### config.mk
export PLATFORM = sky130hd
export DESIGN_NAME = mips_mc_controller_flat
export DESIGN_NICKNAME = d
export VERILOG_FILES = /design/src/rtl/mips_mc_controller_if.sv /design/src/rtl/mips_mc_controller.sv /design/src/flat_wrapper.sv
export SDC_FILE = /design/constraint.sdc
export NUM_CORES = 1
export LEC_CHECK = 0
export ABC_AREA = 1
export CORE_MARGIN = 8
export CORE_UTILIZATION = 35
export DETAILED_ROUTE_END_ITERATION = 10
export PLACE_DENSITY = 0.59
export SLEW_MARGIN = 20
export SYNTH_ARGS = -nofsm -noshare
export SYNTH_HDL_FRONTEND = slang
export SYNTH_SLANG_ARGS = --single-unit
### constraint.sdc
create_clock -name clk -period 1.7 [get_ports clk]
set_input_delay 0.34 -clock clk [delete_from_list [all_inputs] [get_ports clk]]
set_output_delay 0.34 -clock clk [all_outputs]
set_load 0.02 [all_outputs]
### src/rtl/mips_mc_controller_if.sv
// Control interface between the multi-cycle MIPS controller and its datapath.
// The master modport is the controller side and the slave modport is the datapath side.
interface mips_mc_controller_if;
    logic [5:0] opcode;
    logic [5:0] funct;
    logic       zero;
    logic       mem_ready;

    logic [1:0] reg_dst;
    logic       data_to_write;
    logic       reg_write;
    logic       alusrc;
    logic [2:0] alu_op;
    logic       mem_to_reg;
    logic       pcsrc;
    logic       jump1;
    logic       jump2;
    logic       mem_read;
    logic       mem_write;
    logic       pc_write;
    logic       ir_write;
    logic       trap;
    logic [1:0] trap_cause;

    modport master (
        input  opcode, funct, zero, mem_ready,
        output reg_dst, data_to_write, reg_write, alusrc, alu_op, mem_to_reg, pcsrc,
               jump1, jump2, mem_read, mem_write, pc_write, ir_write, trap, trap_cause
    );

    modport slave (
        output opcode, funct, zero, mem_ready,
        input  reg_dst, data_to_write, reg_write, alusrc, alu_op, mem_to_reg, pcsrc,
               jump1, jump2, mem_read, mem_write, pc_write, ir_write, trap, trap_cause
    );
endinterface

### src/rtl/mips_mc_controller.sv
// Multi-cycle MIPS control FSM: fetch, decode, execute, memory, write-back.
// Traps on an illegal instruction or on a memory wait longer than MEM_TIMEOUT cycles.
// Optional feature macro MC_PERF_CNT_EN adds cycle_cnt and instr_cnt outputs.
module mips_mc_controller #(
    parameter int unsigned MEM_TIMEOUT = 255
) (
    input  logic                 clk,
    input  logic                 rst,
    mips_mc_controller_if.master bus
`ifdef MC_PERF_CNT_EN
    ,
    output logic [31:0]          cycle_cnt,
    output logic [31:0]          instr_cnt
`endif
);

    localparam logic [7:0] TimeoutCnt = 8'(MEM_TIMEOUT);

    localparam logic [5:0] OpRtype = 6'b000000;
    localparam logic [5:0] OpJ     = 6'b000010;
    localparam logic [5:0] OpJal   = 6'b000011;
    localparam logic [5:0] OpBeq   = 6'b000100;
    localparam logic [5:0] OpAddi  = 6'b001000;
    localparam logic [5:0] OpSlti  = 6'b001010;
    localparam logic [5:0] OpLw    = 6'b100011;
    localparam logic [5:0] OpSw    = 6'b101011;

    localparam logic [5:0] FnAdd = 6'b100000;
    localparam logic [5:0] FnSub = 6'b100010;
    localparam logic [5:0] FnAnd = 6'b100100;
    localparam logic [5:0] FnOr  = 6'b100101;
    localparam logic [5:0] FnSlt = 6'b101010;
    localparam logic [5:0] FnJr  = 6'b001000;

    localparam logic [2:0] AluAdd = 3'b000;
    localparam logic [2:0] AluSub = 3'b001;
    localparam logic [2:0] AluAnd = 3'b010;
    localparam logic [2:0] AluOr  = 3'b011;
    localparam logic [2:0] AluSlt = 3'b100;

    localparam logic [1:0] CauseIllegal = 2'b01;
    localparam logic [1:0] CauseTimeout = 2'b10;

    typedef enum logic [3:0] {
        StStart, StFetch, StDecode, StExecR, StWbR, StExecI, StWbI,
        StMemAddr, StMemRd, StMemWr, StBranch, StJump, StTrap
    } state_e;

    state_e     state_q, state_d;
    logic [7:0] wait_q, wait_d;
    logic [1:0] cause_q, cause_d;

    logic       is_jr;
    logic       is_jal;
    logic       mem_timeout;
    logic [2:0] r_alu_op;

    assign is_jr       = (bus.opcode == OpRtype) && (bus.funct == FnJr);
    assign is_jal      = (bus.opcode == OpJal);
    // Count reached while memory is still busy; ready in the same cycle still wins.
    assign mem_timeout = !bus.mem_ready && (wait_q == TimeoutCnt);

    // ALU operation for R-type arithmetic, taken from funct.
    always_comb begin
        r_alu_op = AluAdd;
        case (bus.funct)
            FnSub:   r_alu_op = AluSub;
            FnAnd:   r_alu_op = AluAnd;
            FnOr:    r_alu_op = AluOr;
            FnSlt:   r_alu_op = AluSlt;
            default: r_alu_op = AluAdd;
        endcase
    end

    // State, wait counter and trap cause registers.
    always_ff @(posedge clk or negedge rst) begin
        if (!rst) begin
            state_q <= StStart;
            wait_q  <= '0;
            cause_q <= '0;
        end else begin
            state_q <= state_d;
            wait_q  <= wait_d;
            cause_q <= cause_d;
        end
    end

    // Next-state and Moore output decode.
    always_comb begin
        state_d           = state_q;
        wait_d            = '0;
        cause_d           = cause_q;
        bus.reg_dst       = 2'b00;
        bus.data_to_write = 1'b0;
        bus.reg_write     = 1'b0;
        bus.alusrc        = 1'b0;
        bus.alu_op        = AluAdd;
        bus.mem_to_reg    = 1'b0;
        bus.pcsrc         = 1'b0;
        bus.jump1         = 1'b0;
        bus.jump2         = 1'b0;
        bus.mem_read      = 1'b0;
        bus.mem_write     = 1'b0;
        bus.pc_write      = 1'b0;
        bus.ir_write      = 1'b0;
        bus.trap          = 1'b0;
        bus.trap_cause    = 2'b00;

        unique case (state_q)
            StStart: state_d = StFetch;

            StFetch: begin
                bus.mem_read = 1'b1;
                bus.ir_write = bus.mem_ready;
                if (!bus.mem_ready) wait_d = wait_q + 8'd1;
                if (bus.mem_ready) begin
                    state_d = StDecode;
                end else if (mem_timeout) begin
                    state_d = StTrap;
                    cause_d = CauseTimeout;
                end
            end

            StDecode: begin
                if (bus.opcode == OpRtype) begin
                    case (bus.funct)
                        FnAdd, FnSub, FnAnd, FnOr, FnSlt: state_d = StExecR;
                        FnJr:                             state_d = StJump;
                        default: begin
                            state_d = StTrap;
                            cause_d = CauseIllegal;
                        end
                    endcase
                end else begin
                    case (bus.opcode)
                        OpAddi, OpSlti: state_d = StExecI;
                        OpLw, OpSw:     state_d = StMemAddr;
                        OpBeq:          state_d = StBranch;
                        OpJ, OpJal:     state_d = StJump;
                        default: begin
                            state_d = StTrap;
                            cause_d = CauseIllegal;
                        end
                    endcase
                end
            end

            StExecR: begin
                bus.alu_op = r_alu_op;
                state_d    = StWbR;
            end

            StWbR: begin
                bus.alu_op    = r_alu_op;
                bus.reg_dst   = 2'b01;
                bus.reg_write = 1'b1;
                bus.pc_write  = 1'b1;
                state_d       = StFetch;
            end

            StExecI: begin
                bus.alusrc = 1'b1;
                bus.alu_op = (bus.opcode == OpSlti) ? AluSlt : AluAdd;
                state_d    = StWbI;
            end

            StWbI: begin
                bus.alusrc    = 1'b1;
                bus.alu_op    = (bus.opcode == OpSlti) ? AluSlt : AluAdd;
                bus.reg_write = 1'b1;
                bus.pc_write  = 1'b1;
                state_d       = StFetch;
            end

            StMemAddr: begin
                bus.alusrc = 1'b1;
                state_d    = (bus.opcode == OpLw) ? StMemRd : StMemWr;
            end

            StMemRd: begin
                bus.alusrc     = 1'b1;
                bus.mem_read   = 1'b1;
                bus.mem_to_reg = 1'b1;
                bus.reg_write  = bus.mem_ready;
                bus.pc_write   = bus.mem_ready;
                if (!bus.mem_ready) wait_d = wait_q + 8'd1;
                if (bus.mem_ready) begin
                    state_d = StFetch;
                end else if (mem_timeout) begin
                    state_d = StTrap;
                    cause_d = CauseTimeout;
                end
            end

            StMemWr: begin
                bus.alusrc    = 1'b1;
                bus.mem_write = 1'b1;
                bus.pc_write  = bus.mem_ready;
                if (!bus.mem_ready) wait_d = wait_q + 8'd1;
                if (bus.mem_ready) begin
                    state_d = StFetch;
                end else if (mem_timeout) begin
                    state_d = StTrap;
                    cause_d = CauseTimeout;
                end
            end

            StBranch: begin
                bus.alu_op   = AluSub;
                bus.pcsrc    = bus.zero;
                bus.pc_write = 1'b1;
                state_d      = StFetch;
            end

            StJump: begin
                bus.jump2         = 1'b1;
                bus.jump1         = is_jr;
                bus.pc_write      = 1'b1;
                bus.reg_dst       = is_jal ? 2'b10 : 2'b00;
                bus.data_to_write = is_jal;
                bus.reg_write     = is_jal;
                state_d           = StFetch;
            end

            StTrap: begin
                bus.trap       = 1'b1;
                bus.trap_cause = cause_q;
            end

            default: state_d = StStart;
        endcase
    end

`ifdef MC_PERF_CNT_EN
    // Performance counters: active cycles and retired instructions (one PC write each).
    always_ff @(posedge clk or negedge rst) begin
        if (!rst) begin
            cycle_cnt <= '0;
            instr_cnt <= '0;
        end else begin
            if (state_q != StStart && state_q != StTrap) cycle_cnt <= cycle_cnt + 32'd1;
            if (bus.pc_write) instr_cnt <= instr_cnt + 32'd1;
        end
    end
`endif

endmodule

### src/flat_wrapper.sv
// flat-port wrapper written by rule: the top's interface ports become plain ports
module mips_mc_controller_flat 
#(
    parameter int unsigned MEM_TIMEOUT = 255
)
  (clk, rst, bus_opcode, bus_funct, bus_zero, bus_mem_ready, bus_reg_dst, bus_data_to_write, bus_reg_write, bus_alusrc, bus_alu_op, bus_mem_to_reg, bus_pcsrc, bus_jump1, bus_jump2, bus_mem_read, bus_mem_write, bus_pc_write, bus_ir_write, bus_trap, bus_trap_cause);
  mips_mc_controller_if bus_i ();
  input  logic clk;
  input  logic rst;
  input wire logic [$bits(bus_i.opcode)-1:0] bus_opcode;
  input wire logic [$bits(bus_i.funct)-1:0] bus_funct;
  input wire logic [$bits(bus_i.zero)-1:0] bus_zero;
  input wire logic [$bits(bus_i.mem_ready)-1:0] bus_mem_ready;
  output wire logic [$bits(bus_i.reg_dst)-1:0] bus_reg_dst;
  output wire logic [$bits(bus_i.data_to_write)-1:0] bus_data_to_write;
  output wire logic [$bits(bus_i.reg_write)-1:0] bus_reg_write;
  output wire logic [$bits(bus_i.alusrc)-1:0] bus_alusrc;
  output wire logic [$bits(bus_i.alu_op)-1:0] bus_alu_op;
  output wire logic [$bits(bus_i.mem_to_reg)-1:0] bus_mem_to_reg;
  output wire logic [$bits(bus_i.pcsrc)-1:0] bus_pcsrc;
  output wire logic [$bits(bus_i.jump1)-1:0] bus_jump1;
  output wire logic [$bits(bus_i.jump2)-1:0] bus_jump2;
  output wire logic [$bits(bus_i.mem_read)-1:0] bus_mem_read;
  output wire logic [$bits(bus_i.mem_write)-1:0] bus_mem_write;
  output wire logic [$bits(bus_i.pc_write)-1:0] bus_pc_write;
  output wire logic [$bits(bus_i.ir_write)-1:0] bus_ir_write;
  output wire logic [$bits(bus_i.trap)-1:0] bus_trap;
  output wire logic [$bits(bus_i.trap_cause)-1:0] bus_trap_cause;
  assign bus_i.opcode = bus_opcode;
  assign bus_i.funct = bus_funct;
  assign bus_i.zero = bus_zero;
  assign bus_i.mem_ready = bus_mem_ready;
  assign bus_reg_dst = bus_i.reg_dst;
  assign bus_data_to_write = bus_i.data_to_write;
  assign bus_reg_write = bus_i.reg_write;
  assign bus_alusrc = bus_i.alusrc;
  assign bus_alu_op = bus_i.alu_op;
  assign bus_mem_to_reg = bus_i.mem_to_reg;
  assign bus_pcsrc = bus_i.pcsrc;
  assign bus_jump1 = bus_i.jump1;
  assign bus_jump2 = bus_i.jump2;
  assign bus_mem_read = bus_i.mem_read;
  assign bus_mem_write = bus_i.mem_write;
  assign bus_pc_write = bus_i.pc_write;
  assign bus_ir_write = bus_i.ir_write;
  assign bus_trap = bus_i.trap;
  assign bus_trap_cause = bus_i.trap_cause;
  mips_mc_controller #(.MEM_TIMEOUT(MEM_TIMEOUT)) u_core (.clk(clk), .rst(rst), .bus(bus_i));
endmodule
==> impl_metrics.py <==
metrics = {
    "floorplanning": {
        "io_pins": 35,
        "initial_core_util_pct": 35.8,
        "dieWidth_um": 73.7,
        "fp-row-count": 21,
        "dieArea_mm2": 0.00543,
        "die_y_um": 73.7,
        "coreArea_mm2": 0.00326,
    },
    "clock_network": {
        "hold_buffers": 0,
        "clk_pin_slew_worst_paths_ns": 0.09,
        "cts_root_buf": "clkbuf_4",
        "htreeDepth": 1,
        "cts_tree": "done",
        "clock_sinks": 14,
        "cts_buffer_depth": 2,
        "cts_made_buffers": 3,
        "insertion_delay_ns": 0.28,
    },
    "global_route": {
        "grt_max_degree": 15,
        "antenna_found_initial": 0,
        "grt_pass1_wl_um": 6150,
        "overflow": 0,
        "grtUsageTotal_pct": 14.1,
        "grt_pass1_vias": 1494,
    },
    "layout": {
        "finalNetCount": 291,
        "antenna_cells": 0,
        "num-fill-cells": 302,
        "post_route_cells_drive_above_1_share_pct": 52.4,
        "fin_cells": 319,
        "syn_to_final_growth_pct": 94.2,
    },
    "power": {
        "total_power_mw": 2.84,
        "peakVddDrop_v": 0.000935,
        "p_seq_share_pct": 17.3,
        "p_leak_nw": 1.12,
        "pwr-share-comb_pct": 74.1,
        "p_sw_mw": 1.25,
        "switching_share_pct": 44.0,
        "p_per_area_mw_per_mm2": 1260,
        "p_int_mw": 1.59,
        "pwr-share-clk_pct": 8.6,
    },
    "place": {
        "preCtsSetupSlack_ns": -0.662,
        "dp_hpwl_um": 3020,
        "gp_congestion": 0.812,
        "io_buffers": 34,
        "place_inst": 296,
    },
    "timing": {
        "worst_pin_slew_ns": 0.346,
        "grt_setup_unrepaired": "yes",
        "period_minus_slack_ns": 1.90,
        "maxSlewViolCount": 0,
        "fmax_mhz": 527,
        "hold_viol": 0,
        "slew_headroom_pct": 76.9,
        "setup_viol": 19,
        "finClkSkew_ns": 0.00716,
        "setup_ws_ns": -0.199,
        "period_share_pct": 112,
    },
    "setup_path": {
        "ff2ff_path_depth": 12,
        "slowest_delay_ns": 0.42,
        "cp_max_fo": 4,
        "worstReg2RegStart": "u_core.state_q[2]",
        "cp.depth": 7,
        "critical-path-top-delay-family": "simple AND/OR/NAND/NOR gates",
        "required_ns": 1.36,
        "cp-end-kind": "output pin",
        "rrSetupSlack_ns": 0.08,
        "crit_buf_inv": 3,
        "critical_path_class": "flop to output pin",
        "crit_arrival_ns": 1.56,
        "path_common_cell": "inv_2",
        "slowest_stage": "dfrtp_1",
        "critPathLaunchType": "flop",
        "worstReg2RegEnd": "u_core.cause_q[0]",
        "path_cells": "inv_2 -> nand2_4 -> nor2_4 -> inv_2 -> nor3_4 -> nand3b_1 -> buf_6",
    },
    "logic_synthesis": {
        "synth_area_mm2": 0.00116,
        "ys_seq_area_share_pct": 30.1,
        "ys_types": 27,
        "synth_nets": 193,
        "syn_area_per_cell_um2": 6.62,
        "ys_seq_elements": 14,
        "synth_cells": 176,
        "ys_warn_count": 0,
    },
    "drt": {
        "wl_per_cell_um": 12.3,
        "vias": 1520,
        "drt_first_pass_iters": 4,
        "ant_nets": 0,
        "routed_wl_um": 3930,
        "drtIter0Drc": 38,
        "drt-vias-per-instance": 4.76,
        "post-route-drc-count": 0,
    },
    "status": {
        "status": "finished, violations left",
        "violations": "negative setup slack",
    },
    "min_path": {
        "hold_class": "input port to asynchronous set/reset pin",
    },
    "job": {
        "max_cap_viol_count": 0,
    },
}
power groups by stage:
stage / registers (mW) / logic [mW] / clock network, mW
floorplan: 0.474 / 0.715 / 0
global placement: 0.466 / 1.45 / 0
detailed placement: 0.467 / 1.47 / 0
CTS: 0.472 / 1.56 / 0.250
global route: 0.505 / 2.25 / 0.264
finish: 0.494 / 2.11 / 0.244
through the flow:
| stage | cell area [um^2] | hold slack, ns | TNS, ns | util (%) |
|---|---|---|---|---|
| after detailed placement | 1880 | 0.455 | -8.10 | 57.8 |
| after floorplan | 1190 | 0.0444 | -0.293 | - |
| after CTS | 1940 | 0.366 | -2.08 | 59.6 |
| after global routing | 2260 | 0.370 | -3.41 | 69.4 |
| after global placement | 1880 | 0.445 | -7.64 | 57.8 |
| final | 2260 | 0.363 | -1.82 | 69.4 |
per-layer routing:
metal	track usage [%]	part of all wire, %	vias up
met3	3.00	4.6	6
met1	14.3	39	719
met5	0	0	-
met2	26.9	54	31
met4	5.99	2.2	0
li1	-	-	764
cell type report:
class	count	area, um^2	share of cell area [%]
multi-input cells	130	861	38.1
repair buffers	94	835	36.9
flip-flops and latches	14	354	15.7
inverters	31	119	5.25
well taps	46	57.6	2.54
clock buffers	4	36.3	1.60
cell usage in the layout (no fill, tap or decap), types with 2 or more instances in the layout:
cell type        instances
nor2_2                  10
nor2_4                  14
buf_6                   25
dlymetal6s2s_1           2
and3_1                   2
nor3_4                   2
nand3b_1                 2
clkdlybuf4s50_1         11
nand2_1                 21
nand3_1                 15
nand3_2                  2
xnor2_1                  2
nand2_4                  3
nand4_1                  4
nor3_1                   3
inv_2                   11
nand2_2                  6
dlygate4sd2_1            2
clkbuf_4                 3
a21oi_1                  5
nor2_1                  22
dfrtp_1                 11
nor3b_1                  2
buf_2                    2
o21ai_2                  2
dfrtp_2                  3
buf_4                   52
inv_1                   19
o21ai_0                  3
sequential cells by signal (all words and copies together) (netlist names):
name and flops:
u_core.wait_q 8, u_core.cause_q 2, u_core.state_q 4
worst max path at each step:
| stage | start | end | slack, ns |
|---|---|---|---|
| floorplan | u_core.state_q[1] | bus_trap_cause[0] | -0.08 |
| global placement | bus_funct[5] | bus_alu_op[0] | -0.61 |
| detailed placement | bus_funct[5] | bus_alu_op[0] | -0.66 |
| CTS | u_core.state_q[2] | bus_alu_op[2] | -0.22 |
| global route | u_core.state_q[2] | bus_reg_write | -0.31 |
| finish | u_core.state_q[2] | bus_reg_write | -0.20 |
cell families (layout without fill, tap and decap cells):
group,Yosys count,in the layout,share of synthesized area (%)
compound gates,17,17,9.67
fa+ha+maj,1,1,1.07
flops,14,14,30.1
buf+inv,32,129,10.6
simple gates,110,110,47.0
xor+xnor,2,2,1.50
worst reg2reg max path, cell delays in order, from the launching register on:
cell and delay, ns:
dfrtp_1 0.42, inv_2 0.14, nand2_4 0.09, buf_4 0.14, buf_6 0.13, nor2_4 0.16, nor2_4 0.06, nor2_4 0.12
inv_2 0.05, nand2_2 0.06, nand2_2 0.06, nand2_1 0.05, nand2_1 0.04
cells in the mapped netlist (all sizes together):
library cell  number  area, um^2
o211ai             2        20.0
nor3               6        40.0
o21ai              6        41.3
inv               31         116
nand3             18         100
ha                 1        12.5
nor3b              2        15.0
dfrtp             14         350
nor2              46         215
nand3b             2        15.0
and3               2        12.5
nand2             30         125
buf                1        7.51
nand4              4        25.0
o22ai              2        12.5
o31ai              1        7.51
xnor2              2        17.5
a31oi              1        6.26
a21oi              5        25.0
timing repair:
action,in CTS,in global routing
resized for setup,111,63
buffers inserted,3,17
endpoints found under the setup margin,19,21
cloned,0,0
pin swaps,6,18
(Power assumes the default switching activity.)
